$ cat src/rtl/sbox_share_arbiter_if.sv
// Byte request lanes (state, key) and the tagged response bus around the shared S-box.
interface sbox_share_arbiter_if;
    logic       s_valid;
    logic       s_ready;
    logic [7:0] s_data;
    logic       s_enc;
    logic       k_valid;
    logic       k_ready;
    logic [7:0] k_data;
    logic       k_enc;
    logic       rsp_valid;
    logic       rsp_id;
    logic [7:0] rsp_data;
    logic       busy;

    modport master (
        output s_valid, s_data, s_enc, k_valid, k_data, k_enc,
        input  s_ready, k_ready, rsp_valid, rsp_id, rsp_data, busy
    );

    modport slave (
        input  s_valid, s_data, s_enc, k_valid, k_data, k_enc,
        output s_ready, k_ready, rsp_valid, rsp_id, rsp_data, busy
    );
endinterface

$ cat src/rtl/sbox_share_arbiter.sv
// Round-robin share of one AES S-box between the state and key-schedule byte lanes.
// Define SBOX_SPLIT_PIPE_EN to register the GF(2^4) inverter output (latency 2 -> 3 edges).
module sbox_share_arbiter #(
    parameter logic KEY_FIRST = 1'b1
) (
    input  logic clk,
    input  logic rst,
    input  logic clr,
    sbox_share_arbiter_if.slave bus
);

    function automatic logic [7:0] gf_mul(input logic [7:0] a, input logic [7:0] b);
        logic [7:0] acc;
        logic [7:0] sh;
        acc = 8'h00;
        sh  = a;
        for (int i = 0; i < 8; i++) begin
            if (b[i]) acc = acc ^ sh;
            sh = {sh[6:0], 1'b0} ^ (sh[7] ? 8'h1B : 8'h00);
        end
        return acc;
    endfunction

    function automatic logic [7:0] rotl(input logic [7:0] a, input int n);
        return (a << n) | (a >> (8 - n));
    endfunction

    function automatic logic [7:0] affine(input logic [7:0] a);
        return a ^ rotl(a, 1) ^ rotl(a, 2) ^ rotl(a, 3) ^ rotl(a, 4) ^ 8'h63;
    endfunction

    function automatic logic [7:0] inv_affine(input logic [7:0] a);
        return rotl(a, 1) ^ rotl(a, 3) ^ rotl(a, 6) ^ 8'h05;
    endfunction

    logic       ptr_q, ptr_d;
    logic       s_grant, k_grant;
    logic       s0_valid_q, s0_valid_d, s0_id_q, s0_id_d, s0_enc_q, s0_enc_d;
    logic [7:0] s0_data_q, s0_data_d;
    logic       rsp_valid_q, rsp_valid_d, rsp_id_q, rsp_id_d;
    logic [7:0] rsp_data_q, rsp_data_d;
    logic [7:0] inv_in, x2, x4, x8, x16, norm, n2, n4, n8, norm_inv, prod;
    logic       out_valid, out_id, out_enc;
    logic [7:0] mul_a, mul_b;

    always_comb begin
        s_grant = bus.s_valid & ~clr & ~rst & (~bus.k_valid | ~ptr_q);
        k_grant = bus.k_valid & ~clr & ~rst & (~bus.s_valid | ptr_q);
        // A contested grant hands priority to the loser for the next contest.
        ptr_d = ptr_q;
        if (clr) ptr_d = KEY_FIRST;
        else if (bus.s_valid & bus.k_valid) ptr_d = ~ptr_q;
        s0_valid_d = s_grant | k_grant;
        s0_id_d    = k_grant;
        s0_enc_d   = s0_enc_q;
        s0_data_d  = s0_data_q;
        if (k_grant) begin
            s0_enc_d  = bus.k_enc;
            s0_data_d = bus.k_data;
        end else if (s_grant) begin
            s0_enc_d  = bus.s_enc;
            s0_data_d = bus.s_data;
        end
    end

    // x^-1 = x^16 * (x^17)^-1; x^17 lies in the GF(2^4) subfield where n^-1 = n^14.
    always_comb begin
        inv_in   = s0_enc_q ? s0_data_q : inv_affine(s0_data_q);
        x2       = gf_mul(inv_in, inv_in);
        x4       = gf_mul(x2, x2);
        x8       = gf_mul(x4, x4);
        x16      = gf_mul(x8, x8);
        norm     = gf_mul(x16, inv_in);
        n2       = gf_mul(norm, norm);
        n4       = gf_mul(n2, n2);
        n8       = gf_mul(n4, n4);
        norm_inv = gf_mul(gf_mul(n2, n4), n8);
    end

`ifdef SBOX_SPLIT_PIPE_EN
    logic       s1_valid_q, s1_valid_d, s1_id_q, s1_enc_q;
    logic [7:0] s1_ninv_q, s1_x16_q;

    always_comb begin
        s1_valid_d = s0_valid_q & ~clr;
        out_valid  = s1_valid_q;
        out_id     = s1_id_q;
        out_enc    = s1_enc_q;
        mul_a      = s1_ninv_q;
        mul_b      = s1_x16_q;
    end

    always_ff @(posedge clk or posedge rst) begin
        if (rst) begin
            s1_valid_q <= 1'b0;
            s1_id_q    <= 1'b0;
            s1_enc_q   <= 1'b0;
            s1_ninv_q  <= 8'h00;
            s1_x16_q   <= 8'h00;
        end else begin
            s1_valid_q <= s1_valid_d;
            s1_id_q    <= s0_id_q;
            s1_enc_q   <= s0_enc_q;
            s1_ninv_q  <= norm_inv;
            s1_x16_q   <= x16;
        end
    end

    assign bus.busy = s0_valid_q | s1_valid_q | rsp_valid_q;
`else
    always_comb begin
        out_valid = s0_valid_q;
        out_id    = s0_id_q;
        out_enc   = s0_enc_q;
        mul_a     = norm_inv;
        mul_b     = x16;
    end

    assign bus.busy = s0_valid_q | rsp_valid_q;
`endif

    always_comb begin
        prod        = gf_mul(mul_a, mul_b);
        rsp_valid_d = out_valid & ~clr;
        rsp_id_d    = out_id;
        rsp_data_d  = out_enc ? affine(prod) : prod;
    end

    always_ff @(posedge clk or posedge rst) begin
        if (rst) begin
            ptr_q       <= KEY_FIRST;
            s0_valid_q  <= 1'b0;
            s0_id_q     <= 1'b0;
            s0_enc_q    <= 1'b0;
            s0_data_q   <= 8'h00;
            rsp_valid_q <= 1'b0;
            rsp_id_q    <= 1'b0;
            rsp_data_q  <= 8'h00;
        end else begin
            ptr_q       <= ptr_d;
            s0_valid_q  <= s0_valid_d;
            s0_id_q     <= s0_id_d;
            s0_enc_q    <= s0_enc_d;
            s0_data_q   <= s0_data_d;
            rsp_valid_q <= rsp_valid_d;
            rsp_id_q    <= rsp_id_d;
            rsp_data_q  <= rsp_data_d;
        end
    end

    assign bus.s_ready   = s_grant;
    assign bus.k_ready   = k_grant;
    assign bus.rsp_valid = rsp_valid_q;
    assign bus.rsp_id    = rsp_id_q;
    assign bus.rsp_data  = rsp_data_q;

endmodule

$ cat src/flat_wrapper.sv
// flat-port wrapper written by rule: the top's interface ports become plain ports
module sbox_share_arbiter_flat 
#(
    parameter logic KEY_FIRST = 1'b1
)
  (clk, rst, clr, bus_s_valid, bus_s_data, bus_s_enc, bus_k_valid, bus_k_data, bus_k_enc, bus_s_ready, bus_k_ready, bus_rsp_valid, bus_rsp_id, bus_rsp_data, bus_busy);
  sbox_share_arbiter_if bus_i ();
  input  logic clk;
  input  logic rst;
  input  logic clr;
  input wire logic [$bits(bus_i.s_valid)-1:0] bus_s_valid;
  input wire logic [$bits(bus_i.s_data)-1:0] bus_s_data;
  input wire logic [$bits(bus_i.s_enc)-1:0] bus_s_enc;
  input wire logic [$bits(bus_i.k_valid)-1:0] bus_k_valid;
  input wire logic [$bits(bus_i.k_data)-1:0] bus_k_data;
  input wire logic [$bits(bus_i.k_enc)-1:0] bus_k_enc;
  output wire logic [$bits(bus_i.s_ready)-1:0] bus_s_ready;
  output wire logic [$bits(bus_i.k_ready)-1:0] bus_k_ready;
  output wire logic [$bits(bus_i.rsp_valid)-1:0] bus_rsp_valid;
  output wire logic [$bits(bus_i.rsp_id)-1:0] bus_rsp_id;
  output wire logic [$bits(bus_i.rsp_data)-1:0] bus_rsp_data;
  output wire logic [$bits(bus_i.busy)-1:0] bus_busy;
  assign bus_i.s_valid = bus_s_valid;
  assign bus_i.s_data = bus_s_data;
  assign bus_i.s_enc = bus_s_enc;
  assign bus_i.k_valid = bus_k_valid;
  assign bus_i.k_data = bus_k_data;
  assign bus_i.k_enc = bus_k_enc;
  assign bus_s_ready = bus_i.s_ready;
  assign bus_k_ready = bus_i.k_ready;
  assign bus_rsp_valid = bus_i.rsp_valid;
  assign bus_rsp_id = bus_i.rsp_id;
  assign bus_rsp_data = bus_i.rsp_data;
  assign bus_busy = bus_i.busy;
  sbox_share_arbiter #(.KEY_FIRST(KEY_FIRST)) u_core (.clk(clk), .rst(rst), .clr(clr), .bus(bus_i));
endmodule
$ cat config.mk
export PLATFORM = sky130hd
export DESIGN_NAME = sbox_share_arbiter_flat
export DESIGN_NICKNAME = d
export VERILOG_FILES = /design/src/rtl/sbox_share_arbiter_if.sv /design/src/rtl/sbox_share_arbiter.sv /design/src/flat_wrapper.sv
export SDC_FILE = /design/constraint.sdc
export NUM_CORES = 1
export LEC_CHECK = 0
export ABC_AREA = 0
export BUFFER_PORTS_ARGS = -buffer_cell sky130_fd_sc_hd__buf_2
export CAP_MARGIN = 25
export CORE_MARGIN = 10
export CORE_UTILIZATION = 60
export DETAILED_ROUTE_END_ITERATION = 8
export PLACE_DENSITY_LB_ADDON = 0.08
export RECOVER_POWER = 25
export SLEW_MARGIN = 20
export SYNTH_ARGS = -nofsm -noshare
export SYNTH_HDL_FRONTEND = slang
export SYNTH_SLANG_ARGS = --single-unit
$ cat constraint.sdc
create_clock -name clk -period 21.1 [get_ports clk]
set_clock_uncertainty 0.2 [all_clocks]
set_input_delay 4.22 -clock clk [delete_from_list [all_inputs] [get_ports clk]]
set_output_delay 4.22 -clock clk [all_outputs]
set_load 0.01 [all_outputs]
# Yosys cells after proc, flatten, opt, wreduce, memory -nomap -nowiden
# Index checks and enable logic that the tools add are counted.
op_classes:
  mux: 166
  bitwise_logic: 179
  reduce_logical: 2
op_table:
  columns: ["op", "n"]
  rows:
  - ["$xor 8x8->8", 153]
  - ["$mux 8", 92]
  - ["$mux 5", 70]
  - ["$or 8x1->8", 2]
  - ["$or 8x3->8", 2]
  - ["$and 1x1->1", 8]
  - ["$or 8x2->8", 1]
  - ["$or 8x4->8", 1]
  - ["$or 8x6->8", 1]
  - ["$not 1->1", 5]
  - ["$mux 1", 4]
  - ["$not 4->4", 1]
  - ["$or 1x1->1", 4]
  - ["$reduce_bool 2->1", 2]
  - ["$not 2->2", 1]
word_totals:
  input_bits: 23
  regBits: 22
  elab_cells: 355

# Longest topological paths before layout
logic_depth:
  depth_word: 171
  mapped_depth: 87

# Worst setup path before layout
# OpenSTA, ideal clock, no wires.
synth_path:
  kind: "register to register"
  from: "register u_core.s0_data_q[7]"
  to: "register u_core.rsp_data_q[6] (netlist: u_core.bus.rsp_data[6])"
  path_slack_ns: 1.396
  synth_period_minus_slack_ns: 19.704
  arrival_time_ns: 19.370
  path_stages_with_launch: 86
  path_buffers: 12
  path_cell_list: "dfrtp_1 -> buf_2 -> xnor2_1 -> xnor2_1 -> nor2_1 -> nor2_1 -> inv_1 -> clkbuf_1 -> ha_1 -> nor4bb_1 -> and2_1 -> a2111oi_2 -> xnor3_1 -> xnor2_1 -> xor2_1 -> inv_2 -> buf_2 -> ha_1 -> [... 50 more ...] -> a2111oi_1 -> xnor2_1 -> xnor3_1 -> xnor2_2 -> xnor3_1 -> nor2_2 -> xor2_1 -> xnor3_2 -> xnor3_2 -> xor2_1 -> nor2_1 -> xnor3_1 -> xnor3_1 -> xnor2_2 -> xnor3_1 -> xor2_1 -> nand2_1 -> xor2_1"
synth_between:
  elab_chain_cells: 166
synth_rtl:
  columns: ["item", "line_no", "text"]
  rows:
  - ["from (decl)", "sbox_share_arbiter.sv:39", "logic [7:0] s0_data_q, s0_data_d;"]
  - ["from (signal assigned)", "sbox_share_arbiter.sv:144", "s0_data_q <= s0_data_d;"]
  - ["$or 8x1->8", "sbox_share_arbiter.sv:25", "return (a << n) | (a >> (8 - n));"]
  - ["$xor 8x8->8 (2 in a row)", "sbox_share_arbiter.sv:33", "return rotl(a, 1) ^ rotl(a, 3) ^ rotl(a, 6) ^ 8'h05;"]
  - ["$not 2->2 (no source line)", null, null]
  - ["$mux 8 (*)", "sbox_share_arbiter.sv:68", "inv_in = s0_enc_q ? s0_data_q : inv_affine(s0_data_q);"]
  - ["$mux 8", "sbox_share_arbiter.sv:18", "if (b[i]) acc = acc ^ sh;"]
  - ["$xor 8x8->8", "sbox_share_arbiter.sv:18", null]
  - ["$mux 8", "sbox_share_arbiter.sv:18", null]
  - ["$xor 8x8->8", "sbox_share_arbiter.sv:18", null]
  - ["[... 147 more ...]", null, null]
  - ["$mux 8", "sbox_share_arbiter.sv:18", null]
  - ["$xor 8x8->8", "sbox_share_arbiter.sv:18", null]
  - ["$mux 8 (*)", "sbox_share_arbiter.sv:18", null]
  - ["$or 8x1->8", "sbox_share_arbiter.sv:25", null]
  - ["$xor 8x8->8 (4 in a row)", "sbox_share_arbiter.sv:29", "return a ^ rotl(a, 1) ^ rotl(a, 2) ^ rotl(a, 3) ^ rotl(a, 4) ^ 8'h63;"]
  - ["$not 4->4 (no source line)", null, null]
  - ["$mux 8 (*)", "sbox_share_arbiter.sv:126", "rsp_data_d = out_enc ? affine(prod) : prod;"]
  - ["named net u_core.rsp_data_d[6]", "sbox_share_arbiter.sv:41", "logic [7:0] rsp_data_q, rsp_data_d;"]
  - ["to (signal assigned)", "sbox_share_arbiter.sv:147", "rsp_data_q <= rsp_data_d;"]
  - ["to (decl)", "sbox_share_arbiter.sv:41", null]
# The timed path passes the listed nets; every way through them passes the cells marked *.
# A chain may end at the register's enable or synchronous reset.

# Worst setup path after layout
layout_path:
  from: "register u_core.s0_data_q[2]"
  to: "register u_core.rsp_data_q[5] (netlist: u_core.bus.rsp_data[5])"
layout_between:
  elab_chain_cells: 165
layout_rtl:
  columns: ["item", "line_no"]
  rows:
  - ["$or 8x3->8 or $or 8x6->8 (tied branches)", "sbox_share_arbiter.sv:25"]
  - ["$xor 8x8->8", "sbox_share_arbiter.sv:33"]
  - ["$xor 8x8->8 or $not 2->2 (tied branches)", null]
  - ["$mux 8 (*)", "sbox_share_arbiter.sv:68"]
  - ["$xor 8x8->8 or $mux 8 (tied branches)", "sbox_share_arbiter.sv:19, sbox_share_arbiter.sv:18"]
  - ["$xor 8x8->8", "sbox_share_arbiter.sv:18"]
  - ["$mux 8", "sbox_share_arbiter.sv:18"]
  - ["$xor 8x8->8", "sbox_share_arbiter.sv:18"]
  - ["[... 147 more ...]", null]
  - ["$mux 8", "sbox_share_arbiter.sv:18"]
  - ["$xor 8x8->8", "sbox_share_arbiter.sv:18"]
  - ["$mux 8 (*)", "sbox_share_arbiter.sv:18"]
  - ["$or 8x1->8", "sbox_share_arbiter.sv:25"]
  - ["$xor 8x8->8 (4 in a row)", "sbox_share_arbiter.sv:29"]
  - ["$not 4->4 (no source line)", null]
  - ["$mux 8 (*)", "sbox_share_arbiter.sv:126"]
  - ["named net u_core.rsp_data_d[5]", "sbox_share_arbiter.sv:41"]
# Marked as above.

==> results.toml <==
[sta]
min_period_ns = 19.95
finalSetupViolCount = 0
worst_pin_slew_ns = 1.06
timing.final.crit_share_pct = 94.5
drv_slew = 0
slew_headroom_pct = 29.3
fmax_ghz = 0.0501
setup_slack_ns = 1.15
hold_violations = 0

[critical_path]
rrSetupSlack_ns = 1.15
r2r-end = "u_core.bus.rsp_data[5]"
startpoint = "u_core.s0_data_q[2]"
cp-endpoint = "u_core.bus.rsp_data[5]"
r2r-start = "u_core.s0_data_q[2]"
endpoint_kind = "register"
worstPathRequired_ns = 21.04
reg2regPathDepth = 76
crit_slowest_cell = "or4_1"
slowest_delay_ns = 0.61
critPathMaxFanout = 20
critPathMostFrequentCell = "xnor2_1"
crit_type = "reg -> reg"
crit_path_start_kind = "register"
crit_arrival_ns = 19.89

[floorplanning]
fp.coreArea_um2 = 22600
die_h_um = 171
die_x_um = 171
start_util_pct = 60.7
dieArea_um2 = 29300
placementRows = 55
ios = 36

[synth]
synth.most_common_cell = "xnor2_1"
ys_warn_count = 0
synth_edf_count = 0
yosys.area.top_type_share_pct = 15.6
yosysSeqAreaShare_pct = 4.03
ys_top_cells_by_area = "xnor2_1 16%, xnor3_1 14%, nor2_1 5.9%, xor2_1 5.2%, nand2_1 4.5%"
ys_ff_latch = 22
synth_common_cells = "244 x xnor2_1, 216 x nor2_1, 164 x nand2_1"
syn-mean-instance-area_um2 = 8.04
synth_cell_types = 111
yosysTopAreaCell = "xnor2_1"
synthFlopType = "dfrtp_1"
async_reset_ff_share_pct = 100
syn-num-nets = 1735
synth_cells = 1705
netlist_area_um2 = 13700

[routing]
wl_per_cell_um = 19.1
drt_iter0_drc = 1528
drt-pass1-iter-count = 6
met1_length_um = 17800
viasPerCell = 6.34
drc = 0
wirelength_um = 37700
vias = 12500
ant_nets = 0
highest_layer = "met4"
met2_length_um = 16500
met3_length_um = 2880

[flow_run]
maxCapViolations = 0

[placed_design]
port-buffer-count = 35
dp_hpwl_um = 27800
gp_congestion = 0.973
pre_cts_slack_ns = -0.232

[global_route]
grt_pass1_wl_um = 61100
globalRouteOverflowTotal = 0
grt_usage_pct = 25.1
antenna_found_initial = 0
grt_max_degree = 46
grt_pass1_vias = 11400

[cells_and_area]
area_delta_synth_final_pct = 6.11
final.fill_count = 1945
utilization_pct = 64.4
antennaDiodeCount = 0
nets = 1719
drive_gt1_share_pct = 14.9

[outcome]
status = "finished clean"

[cts]
clockBufferDepth = 2
htree_levels = 1
clk_latency_ns = 0.25
clk_pin_slew_ns = 0.07
cts-root-buf = "clkbuf_16"
cts_tree = "built"
cts-buffers-inserted = 3
cts.sinks = 22

[hold_path]
min_path_type = "reg -> reg"
==> flip-flops by register name, indices dropped and copies added (netlist names) <==
signal,count
u_core.s0_data_q,8
u_core.bus.rsp_valid,1
u_core.bus.rsp_data,8
u_core.out_valid,1
u_core.bus.rsp_id,1
u_core.out_enc,1
u_core.out_id,1
u_core.ptr_q,1
==> cell type report <==
cell class	count	area, µm²	share of cell area [%]
tap	285	357	2.45
timing repair buffer	97	667	4.59
clock buffer	3	75.1	0.516
inverter	31	124	0.852
sequential	22	553	3.80
multi-input combinational	1534	12700	87.6
clock inverter	1	30.0	0.207
==> worst min-delay path by stage <==
stage                              from                 to  slack (ns)  depth (start not counted)
after floorplan           u_core.out_id  u_core.bus.rsp_id        0.13                          0
after global placement    u_core.out_id  u_core.bus.rsp_id        0.13                          0
after detailed placement  u_core.out_id  u_core.bus.rsp_id        0.14                          0
after CTS                 u_core.out_id  u_core.bus.rsp_id        0.15                          0
after global routing      u_core.out_id  u_core.bus.rsp_id        0.16                          0
final                     u_core.out_id  u_core.bus.rsp_id        0.15                          0
==> critical path: cells and delay by family (launching register included) <==
family	cells	cell delay (ns)
and+or+nand+nor	16	3.50
muxes	1	0.30
buffers and inverters	10	1.61
AOI/OAI and AO/OA	8	1.45
xor gates and xnor gates	35	10.11
adders and majority gates	6	2.15
DFF	1	0.50
==> per-layer routing <==
layer  vias to the layer above  global-route usage (%)
met3                        44                    2.74
met5                         -                       0
met4                         0                    3.82
met1                      5954                    37.3
li1                       5991                       -
met2                       520                    38.5
==> stage by stage <==
stage / instances / setup TNS, ns / hold slack, ns / area (µm²)
global placement: 1949 / 0 / 0.133 / 14000
finish: 1973 / 0 / 0.150 / 14500
floorplan: 1705 / 0 / 0.131 / 13700
detailed placement: 1949 / -1.33 / 0.143 / 14000
CTS: 1953 / 0 / 0.153 / 14100
global route: 1973 / -0.116 / 0.164 / 14500
==> layout by cell type, fill, tap and decap left out, drive strengths merged, types with 21 or more instances in the layout <==
cell | Yosys | layout
xnor2 | 274 | 274
nor2 | 225 | 225
nand2 | 166 | 166
xnor3 | 99 | 99
buf | 69 | 95
xor2 | 90 | 90
a21oi | 76 | 76
o21ai | 69 | 69
nand3 | 52 | 52
nor3 | 44 | 44
mux2i | 39 | 39
a31oi | 28 | 28
inv | 28 | 28
a211oi | 25 | 25
and2 | 24 | 24
o211ai | 23 | 23
nor4 | 22 | 22
dfrtp | 21 | 21
==> cells by family after synthesis <==
| logic type | after synthesis | share of synthesized area (%) |
|---|---|---|
| AO/OA/AOI/OAI | 353 | 18.1 |
| multiplexers | 50 | 4.28 |
| AND/OR/NAND/NOR | 645 | 22.6 |
| adder cells (fa/ha/maj) | 11 | 0.931 |
| flip-flops | 22 | 4.03 |
| XOR/XNOR | 475 | 45.0 |
| buffers and inverters | 149 | 5.15 |
==> timing repair <==
action / CTS / global route
buffers inserted: 0 / 20
endpoints found under the setup margin: 8 / 8
resized for setup: 4 / 42
hold buffers: 0 / 0
pin swaps: 0 / 6
Power is not shown: default switching activity piles up to over one toggle a cycle in this logic, so the estimate is an artifact.
